**config.mk**
```make
export PLATFORM = sky130hd
export DESIGN_NAME = load_balance_tracker_flat
export DESIGN_NICKNAME = d
export VERILOG_FILES = /design/src/rtl/load_balance_tracker_if.sv /design/src/rtl/load_balance_tracker.sv /design/src/flat_wrapper.sv
export SDC_FILE = /design/constraint.sdc
export NUM_CORES = 1
export LEC_CHECK = 0
export BUFFER_PORTS_ARGS = -buffer_cell sky130_fd_sc_hd__buf_2
export CAP_MARGIN = 20
export CORE_MARGIN = 2
export CORE_UTILIZATION = 55
export CTS_CLUSTER_DIAMETER = 200
export CTS_CLUSTER_SIZE = 24
export DETAILED_ROUTE_END_ITERATION = 8
export PLACE_DENSITY = 0.93
export SYNTH_ARGS = -nofsm -noshare
export SYNTH_HDL_FRONTEND = slang
export SYNTH_SLANG_ARGS = --single-unit
```
**constraint.sdc**
```tcl
create_clock -name clk -period 7.39 [get_ports clk]
set_input_delay 1.478 -clock clk [delete_from_list [all_inputs] [get_ports clk]]
set_output_delay 1.478 -clock clk [all_outputs]
set_load 0.005 [all_outputs]
```
**src/rtl/load_balance_tracker_if.sv**
```systemverilog
// Bus between the load tracker and its environment (job source, completion
// reporter, four-way minimum finder). The tracker uses the slave modport.
interface load_balance_tracker_if;
   logic       job_valid;
   logic       job_ready;
   logic [3:0] mini;
   logic       assign_valid;
   logic [1:0] assign_idx;
   logic       done_valid;
   logic [1:0] done_idx;
   logic [2:0] nums1;
   logic [2:0] nums2;
   logic [2:0] nums3;
   logic [2:0] nums4;
   logic       err_underflow;

   modport slave (
      input  job_valid, mini, done_valid, done_idx,
      output job_ready, assign_valid, assign_idx,
             nums1, nums2, nums3, nums4, err_underflow
   );

   modport master (
      output job_valid, mini, done_valid, done_idx,
      input  job_ready, assign_valid, assign_idx,
             nums1, nums2, nums3, nums4, err_underflow
   );
endinterface

```
**src/rtl/load_balance_tracker.sv**
```systemverilog
// Four-entry load tracker closing the loop with a registered minimum finder.
// Optional LOAD_TRACK_STATS_EN adds jobs_total / peak_load statistics ports.

module load_balance_tracker_entry (
   input  logic       clk,
   input  logic       rstn,
   input  logic       inc_i,
   input  logic       dec_i,
   output logic [2:0] load_o,
   output logic [2:0] load_nxt_o
);
   logic [2:0] load_q, load_d;

   // Parent only raises inc below the ceiling and dec above zero.
   always_comb begin
      load_d = load_q;
      if (inc_i && !dec_i)      load_d = load_q + 3'd1;
      else if (dec_i && !inc_i) load_d = load_q - 3'd1;
   end

   always_ff @(posedge clk or negedge rstn) begin
      if (!rstn) load_q <= 3'd0;
      else       load_q <= load_d;
   end

   assign load_o     = load_q;
   assign load_nxt_o = load_d;
endmodule

module load_balance_tracker #(
   parameter int MAX_LOAD      = 7,
   parameter int SETTLE_CYCLES = 1
) (
   input  logic                   clk,
   input  logic                   rstn,
   load_balance_tracker_if.slave  bus
`ifdef LOAD_TRACK_STATS_EN
   ,
   output logic [7:0]             jobs_total,
   output logic [2:0]             peak_load
`endif
);
   localparam logic [2:0] MAX_L   = 3'(MAX_LOAD);
   localparam logic [2:0] SET_L   = 3'(SETTLE_CYCLES);
   localparam logic [2:0] SET_RST = 3'(SETTLE_CYCLES + 1);

   typedef enum logic {ST_READY, ST_SETTLE} state_e;

   state_e          state_q, state_d;
   logic [2:0]      cnt_q, cnt_d;
   logic [3:0][2:0] load, load_nxt;
   logic [3:0]      inc, dec;
   logic [1:0]      sel;
   logic            ready, xfer, done_ok, done_bad;
   logic            assign_valid_q;
   logic [1:0]      assign_idx_q;
   logic            err_q;
   logic            unused_mini_hi;

   assign sel            = bus.mini[1:0];
   assign unused_mini_hi = ^bus.mini[3:2];

   // Saturation check uses the pre-edge load, so a same-edge completion
   // on the selected entry cannot free a slot for this transfer.
   assign ready    = (state_q == ST_READY) && (load[sel] < MAX_L);
   assign xfer     = bus.job_valid && ready;
   assign done_ok  = bus.done_valid && (load[bus.done_idx] != 3'd0);
   assign done_bad = bus.done_valid && (load[bus.done_idx] == 3'd0);

   for (genvar g = 0; g < 4; g++) begin : g_entry
      assign inc[g] = xfer    && (sel == 2'(g));
      assign dec[g] = done_ok && (bus.done_idx == 2'(g));
      load_balance_tracker_entry u_entry (
         .clk        (clk),
         .rstn       (rstn),
         .inc_i      (inc[g]),
         .dec_i      (dec[g]),
         .load_o     (load[g]),
         .load_nxt_o (load_nxt[g])
      );
   end

   // Any accepted load change makes mini stale until the finder has
   // resampled nums and re-registered its answer.
   always_comb begin
      state_d = state_q;
      cnt_d   = cnt_q;
      if (xfer || done_ok) begin
         state_d = ST_SETTLE;
         cnt_d   = SET_L;
      end else if (state_q == ST_SETTLE) begin
         if (cnt_q <= 3'd1) begin
            state_d = ST_READY;
            cnt_d   = 3'd0;
         end else begin
            cnt_d   = cnt_q - 3'd1;
         end
      end
   end

   always_ff @(posedge clk or negedge rstn) begin
      if (!rstn) begin
         state_q <= ST_SETTLE;
         cnt_q   <= SET_RST;
      end else begin
         state_q <= state_d;
         cnt_q   <= cnt_d;
      end
   end

   always_ff @(posedge clk or negedge rstn) begin
      if (!rstn) begin
         assign_valid_q <= 1'b0;
         assign_idx_q   <= 2'd0;
         err_q          <= 1'b0;
      end else begin
         assign_valid_q <= xfer;
         if (xfer)     assign_idx_q <= sel;
         if (done_bad) err_q        <= 1'b1;
      end
   end

   assign bus.job_ready     = ready;
   assign bus.assign_valid  = assign_valid_q;
   assign bus.assign_idx    = assign_idx_q;
   assign bus.nums1         = load[0];
   assign bus.nums2         = load[1];
   assign bus.nums3         = load[2];
   assign bus.nums4         = load[3];
   assign bus.err_underflow = err_q;

`ifdef LOAD_TRACK_STATS_EN
   logic [7:0] jobs_q;
   logic [2:0] peak_q, peak_d;

   // Peak follows next-state loads so it never lags the nums outputs.
   always_comb begin
      peak_d = peak_q;
      for (int i = 0; i < 4; i++)
         if (load_nxt[i] > peak_d) peak_d = load_nxt[i];
   end

   always_ff @(posedge clk or negedge rstn) begin
      if (!rstn) begin
         jobs_q <= 8'd0;
         peak_q <= 3'd0;
      end else begin
         jobs_q <= jobs_q + 8'(xfer);
         peak_q <= peak_d;
      end
   end

   assign jobs_total = jobs_q;
   assign peak_load  = peak_q;
`else
   logic unused_load_nxt;
   assign unused_load_nxt = ^load_nxt;
`endif
endmodule
```
**src/flat_wrapper.sv**
```systemverilog
// flat-port wrapper written by rule: the top's interface ports become plain ports
module load_balance_tracker_flat 
#(
   parameter int MAX_LOAD      = 7,
   parameter int SETTLE_CYCLES = 1
)
  (clk, rstn, bus_job_valid, bus_mini, bus_done_valid, bus_done_idx, bus_job_ready, bus_assign_valid, bus_assign_idx, bus_nums1, bus_nums2, bus_nums3, bus_nums4, bus_err_underflow);
  load_balance_tracker_if bus_i ();
  input  logic clk;
  input  logic rstn;
  input wire logic [$bits(bus_i.job_valid)-1:0] bus_job_valid;
  input wire logic [$bits(bus_i.mini)-1:0] bus_mini;
  input wire logic [$bits(bus_i.done_valid)-1:0] bus_done_valid;
  input wire logic [$bits(bus_i.done_idx)-1:0] bus_done_idx;
  output wire logic [$bits(bus_i.job_ready)-1:0] bus_job_ready;
  output wire logic [$bits(bus_i.assign_valid)-1:0] bus_assign_valid;
  output wire logic [$bits(bus_i.assign_idx)-1:0] bus_assign_idx;
  output wire logic [$bits(bus_i.nums1)-1:0] bus_nums1;
  output wire logic [$bits(bus_i.nums2)-1:0] bus_nums2;
  output wire logic [$bits(bus_i.nums3)-1:0] bus_nums3;
  output wire logic [$bits(bus_i.nums4)-1:0] bus_nums4;
  output wire logic [$bits(bus_i.err_underflow)-1:0] bus_err_underflow;
  assign bus_i.job_valid = bus_job_valid;
  assign bus_i.mini = bus_mini;
  assign bus_i.done_valid = bus_done_valid;
  assign bus_i.done_idx = bus_done_idx;
  assign bus_job_ready = bus_i.job_ready;
  assign bus_assign_valid = bus_i.assign_valid;
  assign bus_assign_idx = bus_i.assign_idx;
  assign bus_nums1 = bus_i.nums1;
  assign bus_nums2 = bus_i.nums2;
  assign bus_nums3 = bus_i.nums3;
  assign bus_nums4 = bus_i.nums4;
  assign bus_err_underflow = bus_i.err_underflow;
  load_balance_tracker #(.MAX_LOAD(MAX_LOAD), .SETTLE_CYCLES(SETTLE_CYCLES)) u_core (.clk(clk), .rstn(rstn), .bus(bus_i));
endmodule
```
==> results by group <==
Status
  • Outcome: finished, final reports clean

STA
  • Hold Vio Cnt, Final: 0
  • Setup WS post-layout: roughly 3.6 ns
  • Final TNS setup: 0 ns
  • Clk_skew: between 0.01 and 0.015 ns
  • RSZ-0062 raised after global routing: no
  • Worst-Margin Slew: approximately 0.43 ns
  • Final period util: between 50% and 60%
  • FMAX: 0.263 GHz
  • Crit path time final: roughly 3.8 ns
  • Slew HR: a little over 70%
  • Final count of pins violating max slew: 0
  • Setup Viol. Count Final: 0

Layout
  • Ant diodes: 0
  • Non-Filler Instances: about 160
  • Layout cells sized above 1: about a third
  • Final Cell Area: between 0.001 and 0.0015 mm²
  • Multi-input logic area: 692 µm²
  • Final-layout fill cell count: between 150 and 200
  • Area delta synth->final: 14.5%
  • Nets: 156
  • Register area: ~500 µm²

Place
  • Final HPWL DP: 1780 µm
  • # port buffers: 24
  • Placed cells: 159
  • Placed Area: between 0.001 and 0.0015 mm²
  • Routability cong.: 0.716
  • Dpl ws: approximately 3.6 ns

Global routing
  • Global-route wire length before repair: ~4200 µm
  • Initial antenna violation count: 0
  • Gr ovfl total: 0
  • Total global-route track usage: 21.8%
  • Number of global-route vias before repair: approximately 940
  • Largest net degree at the start of global routing: 21

Detailed routing
  • Vias per cell: 5.62
  • Initial DRC count: 30
  • Final wirelength: between 2000 and 2500 µm
  • Mean routed wirelength per cell: around 15 µm
  • Drt first pass iters: 5
  • ANT nets after route: 0
  • DRC Markers: 0
  • Via count: about 900

Logic synthesis
  • Flops & latches, synth: 20
  • Yosys warns: 0
  • Synthesized area per cell: about 11 µm²
  • Syn nets: between 100 and 150
  • Cell variety after synth: 34
  • Synth Instances: 107
  • Sequential fraction of the synthesis area: 40.9%
  • Post-Syn Area: ~0.0012 mm²

Critical path
  • FF-to-FF setup slack: a little under 5 ns
  • Worst setup path end: bus_job_ready
  • Critical-path cell list: buf_2, nor3b_1, a22oi_2, nand2_1, buf_2
  • Slowest CP cell: a22oi_2
  • Reg-to-reg startpoint: u_core.g_entry[1].u_entry.load_o[0]
  • Maximum fanout along the worst path: 8
  • FF-to-FF End: u_core.g_entry[0].u_entry.load_o[1]
  • Required time worst endpoint: 5.91 ns
  • CP startpoint kind: primary input
  • CP Launch Point: bus_mini[0]
  • Endpoint class of the critical path: primary output
  • Critical path class: primary input to primary output
  • Worst EP arrival: around 2.3 ns
  • R2R cell count: 7
  • Top cell by count, worst path: buf_2
  • Crit-path max cell delay: roughly 0.30 ns

Min path
  • Worst Hold Class: register to register

Floorplanning
  • I/O Pins: 27
  • Die span in x: 51.3 µm
  • Floorplan Core Area: between 0.002 and 0.0025 mm²
  • Cell Rows: 17
  • Initial Utilization: 56.6%
  • Die area: around 0.0026 mm²
  • Die height: a little over 50 µm

Power
  • Static leakage: 0.615 nW
  • Total power draw: approximately 0.51 mW
  • Maximum vdd drop: ~0.21 mV
  • P_sw: about 0.21 mW
  • Combinational share of power: ~44%
  • Pwr Density: roughly 360 mW/mm²
  • Sequential Power Share: 45.6%
  • Int Pwr: ~0.30 mW
  • Clock Power Share: between 10% and 20%
  • Sw Ratio: between 40% and 50%

Job
  • Max-cap violations: 0

Clocking
  • Total CTS buffers: 3
  • CTS clk-pin slew, worst paths: about 0.11 ns
  • Sink Count: 20
  • Clock Tree Root: clkbuf_4
  • Post-CTS setup buffer count: 0
  • Resized cells post-CTS: 0
  • # hold bufs at CTS: 0
  • CTS tree: done
  • Clk_lat worst skew: just over 0.3 ns
  • Htree depth: 1
  • Max Root-Sink Buffers: 2
-- worst max-delay path, delay by kind of cell --
family	cells	cell delay [ns]
compound gates	1	0.30
simple gates	2	0.25
buf+inv	2	0.29
-- synthesized netlist by cell type --
| library cell | instances | area share, % |
|---|---|---|
| a21boi_0 | 1 | 0.61 |
| a21o_1 | 2 | 1.2 |
| a21oi_1 | 2 | 0.81 |
| a21oi_4 | 1 | 1.3 |
| a22oi_2 | 1 | 1.0 |
| a2bb2oi_1 | 1 | 0.71 |
| a31o_4 | 1 | 1.4 |
| and4b_1 | 1 | 0.81 |
| dfrtp_1 | 18 | 37 |
| dfstp_2 | 2 | 4.3 |
| fa_1 | 4 | 6.5 |
| ha_1 | 6 | 6.1 |
| inv_1 | 9 | 2.7 |
| mux2_2 | 5 | 4.6 |
| nand2_1 | 5 | 1.5 |
| nand3_1 | 5 | 2.0 |
| nand3b_1 | 2 | 1.2 |
| nand3b_4 | 1 | 1.6 |
| nand4_1 | 1 | 0.51 |
| nor2_1 | 7 | 2.1 |
| nor2b_1 | 1 | 0.51 |
| nor3_1 | 5 | 2.0 |
| nor3b_1 | 2 | 1.2 |
| nor4_1 | 2 | 1.0 |
| nor4_2 | 1 | 1.0 |
| nor4b_2 | 2 | 2.4 |
| nor4b_4 | 1 | 1.9 |
| o21ai_0 | 2 | 0.81 |
| o21bai_1 | 1 | 0.61 |
| or3_1 | 1 | 0.51 |
| or3b_1 | 1 | 0.71 |
| or3b_2 | 1 | 0.71 |
| xnor2_1 | 4 | 2.9 |
| xor2_1 | 8 | 5.7 |
-- layout make-up --
type                    instances  share of cell area (%)
multi-input cells              78                    49.2
flip-flops and latches         20                    35.8
repair buffers                 24                    8.54
well taps                      28                    2.49
inverters                       9                    2.40
clock buffers                   3                    1.60
-- per-stage QoR --
step	utilization [%]	hold slack [ns]
6_report	64.8	0.462
3_3_place_gp	63.8	0.434
5_1_grt	64.8	0.490
3_5_place_dp	63.8	0.442
2_1_floorplan	-	0.451
4_1_cts	64.8	0.466
-- flip-flops by register name, summed over array words and instances (netlist names) --
| name | count |
|---|---|
| u_core.g_entry.u_entry.load_o | 12 |
| u_core.bus.err_underflow | 1 |
| u_core.bus.assign_valid | 1 |
| u_core.state_q | 1 |
| u_core.cnt_q | 3 |
| u_core.bus.assign_idx | 2 |
-- routing by layer --
metal  vias up  routed length [µm]  GRT usage (%)
met4         0                  42           9.21
met2        23                1220           37.2
met5         -                   0              0
met1       449                 996           25.6
li1        432                   -              -
met3         6                  96           6.14
-- power groups by stage --
stage	Combinational, mW	Sequential [mW]	Clock [mW]
detailed placement	0.221	0.232	0
finish	0.221	0.231	0.0532
global route	0.249	0.242	0.0600
floorplan	0.139	0.226	0
global placement	0.205	0.227	0
CTS	0.224	0.230	0.0524
-- how the worst min path moves through the flow --
stage	slack (ns)	startpoint	cells after the start	end
floorplan	0.45	u_core.bus.err_underflow	1	u_core.bus.err_underflow
global placement	0.43	u_core.bus.err_underflow	1	u_core.bus.err_underflow
detailed placement	0.44	u_core.bus.err_underflow	1	u_core.bus.err_underflow
CTS	0.47	u_core.bus.err_underflow	1	u_core.bus.err_underflow
global route	0.49	u_core.bus.err_underflow	1	u_core.bus.err_underflow
finish	0.46	u_core.bus.err_underflow	1	u_core.bus.err_underflow
-- kinds of logic after synthesis --
group | Yosys count | share of synthesized area [%]
AOI/OAI and AO/OA | 12 | 8.55
DFF | 20 | 40.9
adders and majority gates | 10 | 12.6
xor gates and xnor gates | 12 | 8.55
and+or+nand+nor | 39 | 22.0
muxes | 5 | 4.58
buffers and inverters | 9 | 2.75
-- cell usage in the layout (no fill, tap or decap), types with 2 or more instances in the layout --
master,n
o21ai_0,2
buf_2,24
inv_1,9
nand3b_1,2
a21oi_1,2
dfrtp_1,18
nand3_1,5
mux2_2,5
nand2_1,5
nor4_1,2
clkbuf_4,3
nor2_1,7
nor3b_1,2
ha_1,6
a21o_1,2
fa_1,4
xor2_1,8
nor4b_2,2
dfstp_2,2
nor3_1,5
xnor2_1,4
No activity file was read; power rests on OpenSTA's default activity.
